===== src/rtl/rtc_timekeeper_pkg.sv =====
// Shared time-of-day widths, limits and the packed time record
// used by the timekeeper core and its bus interface.
package rtc_pkg;

    localparam int SEC_W = 6;
    localparam int MIN_W = 6;
    localparam int HR_W  = 5;

    localparam logic [SEC_W-1:0] SEC_MAX = 6'd59;
    localparam logic [MIN_W-1:0] MIN_MAX = 6'd59;
    localparam logic [HR_W-1:0]  HR_MAX  = 5'd23;

    typedef struct packed {
        logic [HR_W-1:0]  hr;
        logic [MIN_W-1:0] min;
        logic [SEC_W-1:0] sec;
    } rtc_time_t;

    function automatic logic time_valid(input rtc_time_t t);
        return (t.hr <= HR_MAX) && (t.min <= MIN_MAX) && (t.sec <= SEC_MAX);
    endfunction

endpackage


===== src/rtl/rtc_timekeeper_if.sv =====
// Control, load, alarm and time-display signals of the timekeeper,
// with modports for the UI side (master) and the core (slave).
interface rtc_timekeeper_if #(
    parameter int DAY_W = 16
);
    import rtc_pkg::*;

    logic             run;
    logic             mode_12h;
    logic             set_valid;
    logic [HR_W-1:0]  set_hr;
    logic [MIN_W-1:0] set_min;
    logic [SEC_W-1:0] set_sec;
    logic             set_err;
    logic             alarm_en;
    logic [HR_W-1:0]  alarm_hr;
    logic [MIN_W-1:0] alarm_min;
    logic [SEC_W-1:0] alarm_sec;
    logic             alarm_ack;
    logic [SEC_W-1:0] sec;
    logic [MIN_W-1:0] min;
    logic [HR_W-1:0]  hr;
    logic [HR_W-1:0]  disp_hr;
    logic             pm;
    logic [DAY_W-1:0] day;
    logic             tick;
    logic             alarm_flag;

    modport master (
        output run, mode_12h, set_valid, set_hr, set_min, set_sec,
               alarm_en, alarm_hr, alarm_min, alarm_sec, alarm_ack,
        input  set_err, sec, min, hr, disp_hr, pm, day, tick, alarm_flag
    );

    modport slave (
        input  run, mode_12h, set_valid, set_hr, set_min, set_sec,
               alarm_en, alarm_hr, alarm_min, alarm_sec, alarm_ack,
        output set_err, sec, min, hr, disp_hr, pm, day, tick, alarm_flag
    );

endinterface


===== src/rtl/rtc_timekeeper_tick_gen.sv =====
// One-second tick divider: counts 0..DIVIDER-1 while run is high,
// holds while paused, and can be cleared by a time load.
module rtc_tick_gen #(
    parameter int DIVIDER = 50_000_000
) (
    input  logic clk,
    input  logic reset,
    input  logic run,
    input  logic clr,
    output logic tick
);

    localparam int CNT_W = (DIVIDER > 1) ? $clog2(DIVIDER) : 1;

    logic [CNT_W-1:0] r_cnt;
    logic             w_at_end;

    assign w_at_end = (r_cnt == CNT_W'(DIVIDER - 1));
    assign tick     = run && w_at_end;

    always_ff @(posedge clk or posedge reset) begin
        if (reset) begin
            r_cnt <= '0;
        end else if (clr || tick) begin
            r_cnt <= '0;
        end else if (run) begin
            r_cnt <= r_cnt + CNT_W'(1);
        end
    end

endmodule


===== src/rtl/rtc_timekeeper.sv =====
// Time-of-day core: hh:mm:ss plus day count, runtime load with range
// check, run/pause, 12/24-hour display mapping and a sticky alarm.
module rtc_timekeeper
    import rtc_pkg::*;
#(
    parameter int DIVIDER = 50_000_000,
    parameter int DAY_W   = 16
) (
    input  logic            clk,
    input  logic            reset,
    rtc_timekeeper_if.slave bus
);

    logic             w_tick;
    logic             w_set_ok;
    logic             w_load;
    logic             w_reject;
    logic             w_day_wrap;
    rtc_time_t        w_set;
    rtc_time_t        w_alarm;
    rtc_time_t        w_next;
    rtc_time_t        r_time;
    logic [DAY_W-1:0] r_day;
    logic             r_advanced;
    logic             r_alarm_flag;
    logic             r_set_err;
    logic [HR_W-1:0]  w_disp_hr;

    always_comb begin
        w_set   = '{hr: bus.set_hr,   min: bus.set_min,   sec: bus.set_sec};
        w_alarm = '{hr: bus.alarm_hr, min: bus.alarm_min, sec: bus.alarm_sec};
    end

    assign w_set_ok = time_valid(w_set);
    assign w_load   = bus.set_valid && w_set_ok;
    assign w_reject = bus.set_valid && !w_set_ok;

    rtc_tick_gen #(
        .DIVIDER (DIVIDER)
    ) u_tick_gen (
        .clk   (clk),
        .reset (reset),
        .run   (bus.run),
        .clr   (w_load),
        .tick  (w_tick)
    );

    always_comb begin
        w_next     = r_time;
        w_day_wrap = 1'b0;
        if (r_time.sec == SEC_MAX) begin
            w_next.sec = '0;
            if (r_time.min == MIN_MAX) begin
                w_next.min = '0;
                if (r_time.hr == HR_MAX) begin
                    w_next.hr  = '0;
                    w_day_wrap = 1'b1;
                end else begin
                    w_next.hr = r_time.hr + HR_W'(1);
                end
            end else begin
                w_next.min = r_time.min + MIN_W'(1);
            end
        end else begin
            w_next.sec = r_time.sec + SEC_W'(1);
        end
    end

    // r_advanced marks a tick-driven update so the alarm compare sees the
    // new time one cycle later and loads can never raise the flag.
    always_ff @(posedge clk or posedge reset) begin
        if (reset) begin
            r_time       <= '0;
            r_day        <= '0;
            r_advanced   <= 1'b0;
            r_alarm_flag <= 1'b0;
            r_set_err    <= 1'b0;
        end else begin
            r_set_err  <= w_reject;
            r_advanced <= w_tick && !w_load;
            if (w_load) begin
                r_time <= w_set;
            end else if (w_tick) begin
                r_time <= w_next;
                if (w_day_wrap) begin
                    r_day <= r_day + DAY_W'(1);
                end
            end
            if (r_advanced && bus.alarm_en && (r_time == w_alarm)) begin
                r_alarm_flag <= 1'b1;
            end else if (bus.alarm_ack) begin
                r_alarm_flag <= 1'b0;
            end
        end
    end

    always_comb begin
        w_disp_hr = r_time.hr;
        if (bus.mode_12h) begin
            if (r_time.hr == '0) begin
                w_disp_hr = HR_W'(12);
            end else if (r_time.hr > HR_W'(12)) begin
                w_disp_hr = r_time.hr - HR_W'(12);
            end
        end
    end

    assign bus.sec        = r_time.sec;
    assign bus.min        = r_time.min;
    assign bus.hr         = r_time.hr;
    assign bus.disp_hr    = w_disp_hr;
    assign bus.pm         = (r_time.hr >= HR_W'(12));
    assign bus.day        = r_day;
    assign bus.tick       = w_tick;
    assign bus.alarm_flag = r_alarm_flag;
    assign bus.set_err    = r_set_err;

endmodule


===== src/flat_wrapper.sv =====
// flat-port wrapper written by rule: the top's interface ports become plain ports
module rtc_timekeeper_flat import rtc_pkg::*;
#(
    parameter int DIVIDER = 50_000_000,
    parameter int DAY_W   = 16
)
  (clk, reset, bus_run, bus_mode_12h, bus_set_valid, bus_set_hr, bus_set_min, bus_set_sec, bus_alarm_en, bus_alarm_hr, bus_alarm_min, bus_alarm_sec, bus_alarm_ack, bus_set_err, bus_sec, bus_min, bus_hr, bus_disp_hr, bus_pm, bus_day, bus_tick, bus_alarm_flag);
  rtc_timekeeper_if #(.DAY_W(DAY_W)) bus_i ();
  input  logic clk;
  input  logic reset;
  input wire logic [$bits(bus_i.run)-1:0] bus_run;
  input wire logic [$bits(bus_i.mode_12h)-1:0] bus_mode_12h;
  input wire logic [$bits(bus_i.set_valid)-1:0] bus_set_valid;
  input wire logic [$bits(bus_i.set_hr)-1:0] bus_set_hr;
  input wire logic [$bits(bus_i.set_min)-1:0] bus_set_min;
  input wire logic [$bits(bus_i.set_sec)-1:0] bus_set_sec;
  input wire logic [$bits(bus_i.alarm_en)-1:0] bus_alarm_en;
  input wire logic [$bits(bus_i.alarm_hr)-1:0] bus_alarm_hr;
  input wire logic [$bits(bus_i.alarm_min)-1:0] bus_alarm_min;
  input wire logic [$bits(bus_i.alarm_sec)-1:0] bus_alarm_sec;
  input wire logic [$bits(bus_i.alarm_ack)-1:0] bus_alarm_ack;
  output wire logic [$bits(bus_i.set_err)-1:0] bus_set_err;
  output wire logic [$bits(bus_i.sec)-1:0] bus_sec;
  output wire logic [$bits(bus_i.min)-1:0] bus_min;
  output wire logic [$bits(bus_i.hr)-1:0] bus_hr;
  output wire logic [$bits(bus_i.disp_hr)-1:0] bus_disp_hr;
  output wire logic [$bits(bus_i.pm)-1:0] bus_pm;
  output wire logic [$bits(bus_i.day)-1:0] bus_day;
  output wire logic [$bits(bus_i.tick)-1:0] bus_tick;
  output wire logic [$bits(bus_i.alarm_flag)-1:0] bus_alarm_flag;
  assign bus_i.run = bus_run;
  assign bus_i.mode_12h = bus_mode_12h;
  assign bus_i.set_valid = bus_set_valid;
  assign bus_i.set_hr = bus_set_hr;
  assign bus_i.set_min = bus_set_min;
  assign bus_i.set_sec = bus_set_sec;
  assign bus_i.alarm_en = bus_alarm_en;
  assign bus_i.alarm_hr = bus_alarm_hr;
  assign bus_i.alarm_min = bus_alarm_min;
  assign bus_i.alarm_sec = bus_alarm_sec;
  assign bus_i.alarm_ack = bus_alarm_ack;
  assign bus_set_err = bus_i.set_err;
  assign bus_sec = bus_i.sec;
  assign bus_min = bus_i.min;
  assign bus_hr = bus_i.hr;
  assign bus_disp_hr = bus_i.disp_hr;
  assign bus_pm = bus_i.pm;
  assign bus_day = bus_i.day;
  assign bus_tick = bus_i.tick;
  assign bus_alarm_flag = bus_i.alarm_flag;
  rtc_timekeeper #(.DIVIDER(DIVIDER), .DAY_W(DAY_W)) u_core (.clk(clk), .reset(reset), .bus(bus_i));
endmodule

===== config.mk =====
export PLATFORM = sky130hd
export DESIGN_NAME = rtc_timekeeper_flat
export DESIGN_NICKNAME = d
export VERILOG_FILES = /design/src/rtl/rtc_timekeeper_pkg.sv /design/src/rtl/rtc_timekeeper_if.sv /design/src/rtl/rtc_timekeeper_tick_gen.sv /design/src/rtl/rtc_timekeeper.sv /design/src/flat_wrapper.sv
export SDC_FILE = /design/constraint.sdc
export NUM_CORES = 1
export LEC_CHECK = 0
export BUFFER_PORTS_ARGS = -buffer_cell sky130_fd_sc_hd__buf_2
export CAP_MARGIN = 20
export CORE_MARGIN = 8
export CORE_UTILIZATION = 40
export DETAILED_ROUTE_END_ITERATION = 12
export PLACE_DENSITY_LB_ADDON = 0.12
export SLEW_MARGIN = 20
export SYNTH_ARGS = -nofsm -noshare
export SYNTH_HDL_FRONTEND = slang
export SYNTH_SLANG_ARGS = --single-unit
export TNS_END_PERCENT = 100

===== constraint.sdc =====
create_clock -name clk -period 7.05 [get_ports clk]
set_input_delay 1.41 -clock clk [delete_from_list [all_inputs] [get_ports clk]]
set_output_delay 1.41 -clock clk [all_outputs]
set_load 0.05 [all_outputs]

==> flow_metrics.tcl <==
set metrics [dict create \
    firstDrtPassIters 5 \
    syn-num-nets 443 \
    worstSetupStartpointType "input port" \
    crit_path_end_kind "primary output" \
    vias 3136 \
    clkTransAtPathRegs_ns 0.08 \
    tns_ns 0 \
    r2r-end "u_core.u_tick_gen.r_cnt[14]" \
    dp_hpwl_um 6498 \
    hold_viol 0 \
    fin_crit_sh_pct 71.30 \
    reg2reg_depth 5 \
    clk_latency_ns 0.34 \
    ys_ff_latch 62 \
    nets 522 \
    maxUsedRoutingLayer "met4" \
    hp-start "u_core.bus.day[15]" \
    holdPathStages 1 \
    cts_hold_buf 0 \
    status "finished, final reports clean" \
    die-height_um 110.6 \
    drc_errors 0 \
    crit_type "input port to primary output" \
    cp.arrival_ns 3.62 \
    worstMarginPinSlew_ns 1.026 \
    finalPower_uw 938.0 \
    clockRootBuffer "clkbuf_8" \
    grt_pass1_vias 3090 \
    p_per_area_nw_per_um2 219.7 \
    fin_crit_ns 5.027 \
    p_int_uw 612.2 \
    clkPwrFrac_pct 33.4 \
    start_util_pct 41.06 \
    routedWlPerCell_um 15.29 \
    crit_top_cell "buf_2" \
    die_area_um2 12240 \
    wirelength_um 8946 \
    hp-class "register to register" \
    wl_met1_um 4178 \
    numCtsBuffers 9 \
    layout-drive-gt1-share_pct 22.22 \
    cp_slowest_stage_delay_ns 0.61 \
    die_w_um 110.6 \
    mappedNetlistArea_um2 3581 \
    finClkSkew_ns 0.009311 \
    ios 83 \
    antenna-diode-count 0 \
    rows 34 \
    fmax_mhz 198.9 \
    post-cts-setup-buffer-count 0 \
    rsz0062_at_grt "no" \
    syn_area_per_cell_um2 9.112 \
    required_ns 5.64 \
    final-setup-viol-count 0 \
    port_buffers 82 \
    ant_nets 0 \
    place_congestion 0.8424 \
    coreArea_um2 8721 \
    r2r-start "u_core.u_tick_gen.r_cnt[7]" \
    p_leak_nw 1.994 \
    cts.repair.resized 0 \
    r2r_slack_ns 3.93 \
    grt_max_degree 63 \
    whs_endpoint "u_core.bus.day[15]" \
    met2_length_um 4171 \
    cts_htree_levels 3 \
    peakVddDrop_mv 0.09030 \
    critPathMaxFanout 34 \
    grt_use_total_pct 14.66 \
    cts_buffer_depth 2 \
    max_cap_viol_count 0 \
    grt.overflow.total 0 \
    wl_met3_um 454 \
    finalMaxSlewViolations 0 \
    p_comb_share_pct 23.2 \
    clock-sinks 62 \
    syn_inst 393 \
    p_sw_uw 325.9 \
    cpMaxStageDelayCell "or2_1" \
    cts_tree "done" \
    drt-vias-per-instance 5.361 \
    ys_warn_count 0 \
    drtIter0Drc 149 \
    max-slew-margin-rel_pct 31.62 \
    ys_types 41 \
    seq_power_share_pct 43.4 \
    syn2layout_area_growth_pct 19.25 \
    grt_pass1_wl_um 15240 \
    ys_seq_area_share_pct 43.33 \
    crit_chain "buf_2 > nand3_1 > or4_1 > or2_1 > clkinv_1 > buf_2" \
    swShare_pct 34.74 \
    antenna_found_initial 0 \
]
## sequential cells by signal, summed over array words and instances, names as in the netlist
name                     flops
u_core.u_tick_gen.r_cnt     26
u_core.bus.sec               6
u_core.bus.set_err           1
u_core.bus.alarm_flag        1
u_core.bus.day              16
u_core.bus.hr                5
u_core.bus.min               6
u_core.r_advanced            1
## cells in the final DEF, fill, tap and decap left out, drive strengths merged, types with 2 or more instances in the layout
cell,count
nor4,11
a31oi,17
o31ai,4
and4b,2
inv,10
and4,4
nand3,22
and2,9
a21oi,8
clkinv,5
xnor2,19
nor3,5
clkbuf,10
or4,7
or3,5
nand4,26
nand2,26
nor2,52
xor2,39
or2,2
o21ai,15
ha,9
buf,85
dfrtp,62
and3,8
## worst max-delay path: cells and delay by family
family | cells | cell delay, ns
simple gates | 3 | 1.38
buf+inv | 3 | 0.81
## synthesized netlist by cell type
cell,n,area (um^2)
a21o_1,1,7.510
nor3_1,5,25.02
or3_1,5,31.28
a21oi_1,8,40.04
nor3b_1,1,7.510
nand2_1,26,97.59
ha_1,9,112.6
nor4bb_1,1,10.01
and3_1,8,50.05
nand4b_1,1,8.760
or2_1,1,6.260
nor2b_1,1,6.260
o21ai_0,15,75.07
buf_6,3,33.78
o31ai_1,4,30.03
nand4_1,26,162.7
a2111oi_0,1,8.760
mux2_2,1,11.26
or2_2,1,6.260
or4_1,7,52.55
inv_1,10,37.54
xor2_1,39,341.6
nor2_1,52,195.2
dfrtp_1,62,1551
clkbuf_1,8,30.03
mux2i_1,1,10.01
nand2b_1,1,6.260
nand3_1,22,110.1
nor4_1,11,68.82
buf_1,3,11.26
and4_1,4,35.03
a41o_1,1,10.01
xnor2_1,19,166.4
a31oi_1,17,106.4
nor4b_1,1,8.760
and4b_1,2,20.02
o22ai_1,1,6.260
nand3b_1,1,7.510
and2_1,9,56.30
clkinv_1,1,3.750
buf_2,3,15.01
## through the flow
step | cell area, um^2 | worst slack, ns | hold WS, ns | instances | util, %
2_1_floorplan | 3581 | 2.839 | 0.4961 | 393 | -
3_3_place_gp | 4065 | 2.125 | 0.4578 | 569 | 46.61
3_5_place_dp | 4065 | 2.061 | 0.4646 | 569 | 46.61
4_1_cts | 4264 | 2.064 | 0.4755 | 585 | 48.90
5_1_grt | 4270 | 1.825 | 0.5044 | 585 | 48.97
6_report | 4270 | 2.023 | 0.4701 | 585 | 48.97
## layout make-up
class | count | area [um^2]
clock buffer | 10 | 137.6
inverter | 11 | 41.29
tap | 108 | 135.1
multi-input combinational | 303 | 1911
sequential | 62 | 1551
fill | 852 | 4451
clock inverter | 6 | 61.31
timing repair buffer | 85 | 432.9
## power groups by stage
stage                     clock network [mW]  logic (mW)  registers, mW
final                                  0.313       0.217          0.407
after global placement                     0       0.217          0.414
after global routing                   0.338       0.239          0.411
after detailed placement                   0       0.219          0.414
after CTS                              0.324       0.220          0.408
after floorplan                            0       0.114          0.456
## worst max-delay path by stage
| stage | end | startpoint | slack (ns) | cells after the start |
|---|---|---|---|---|
| finish | bus_tick | bus_run | 2.02 | 6 |
| detailed placement | bus_tick | bus_run | 2.06 | 6 |
| global route | bus_tick | bus_run | 1.82 | 6 |
| floorplan | bus_tick | bus_run | 2.84 | 6 |
| global placement | bus_tick | bus_run | 2.12 | 6 |
| CTS | bus_tick | bus_run | 2.06 | 6 |
## metal layers
layer	GRT usage (%)	vias to the layer above
met1	19.16	1498
li1	-	1556
met3	3.355	9
met5	0	-
met2	22.73	73
met4	6.036	0
## logic make-up after synthesis
group,after synthesis,synth area share [%]
AOI/OAI and AO/OA,48,7.932
xor gates and xnor gates,58,14.19
adders and majority gates,9,3.145
buffers and inverters,28,3.669
DFF,62,43.33
muxes,2,0.5940
and+or+nand+nor,186,27.15
Note: power is estimated with default switching activity, not from simulation.
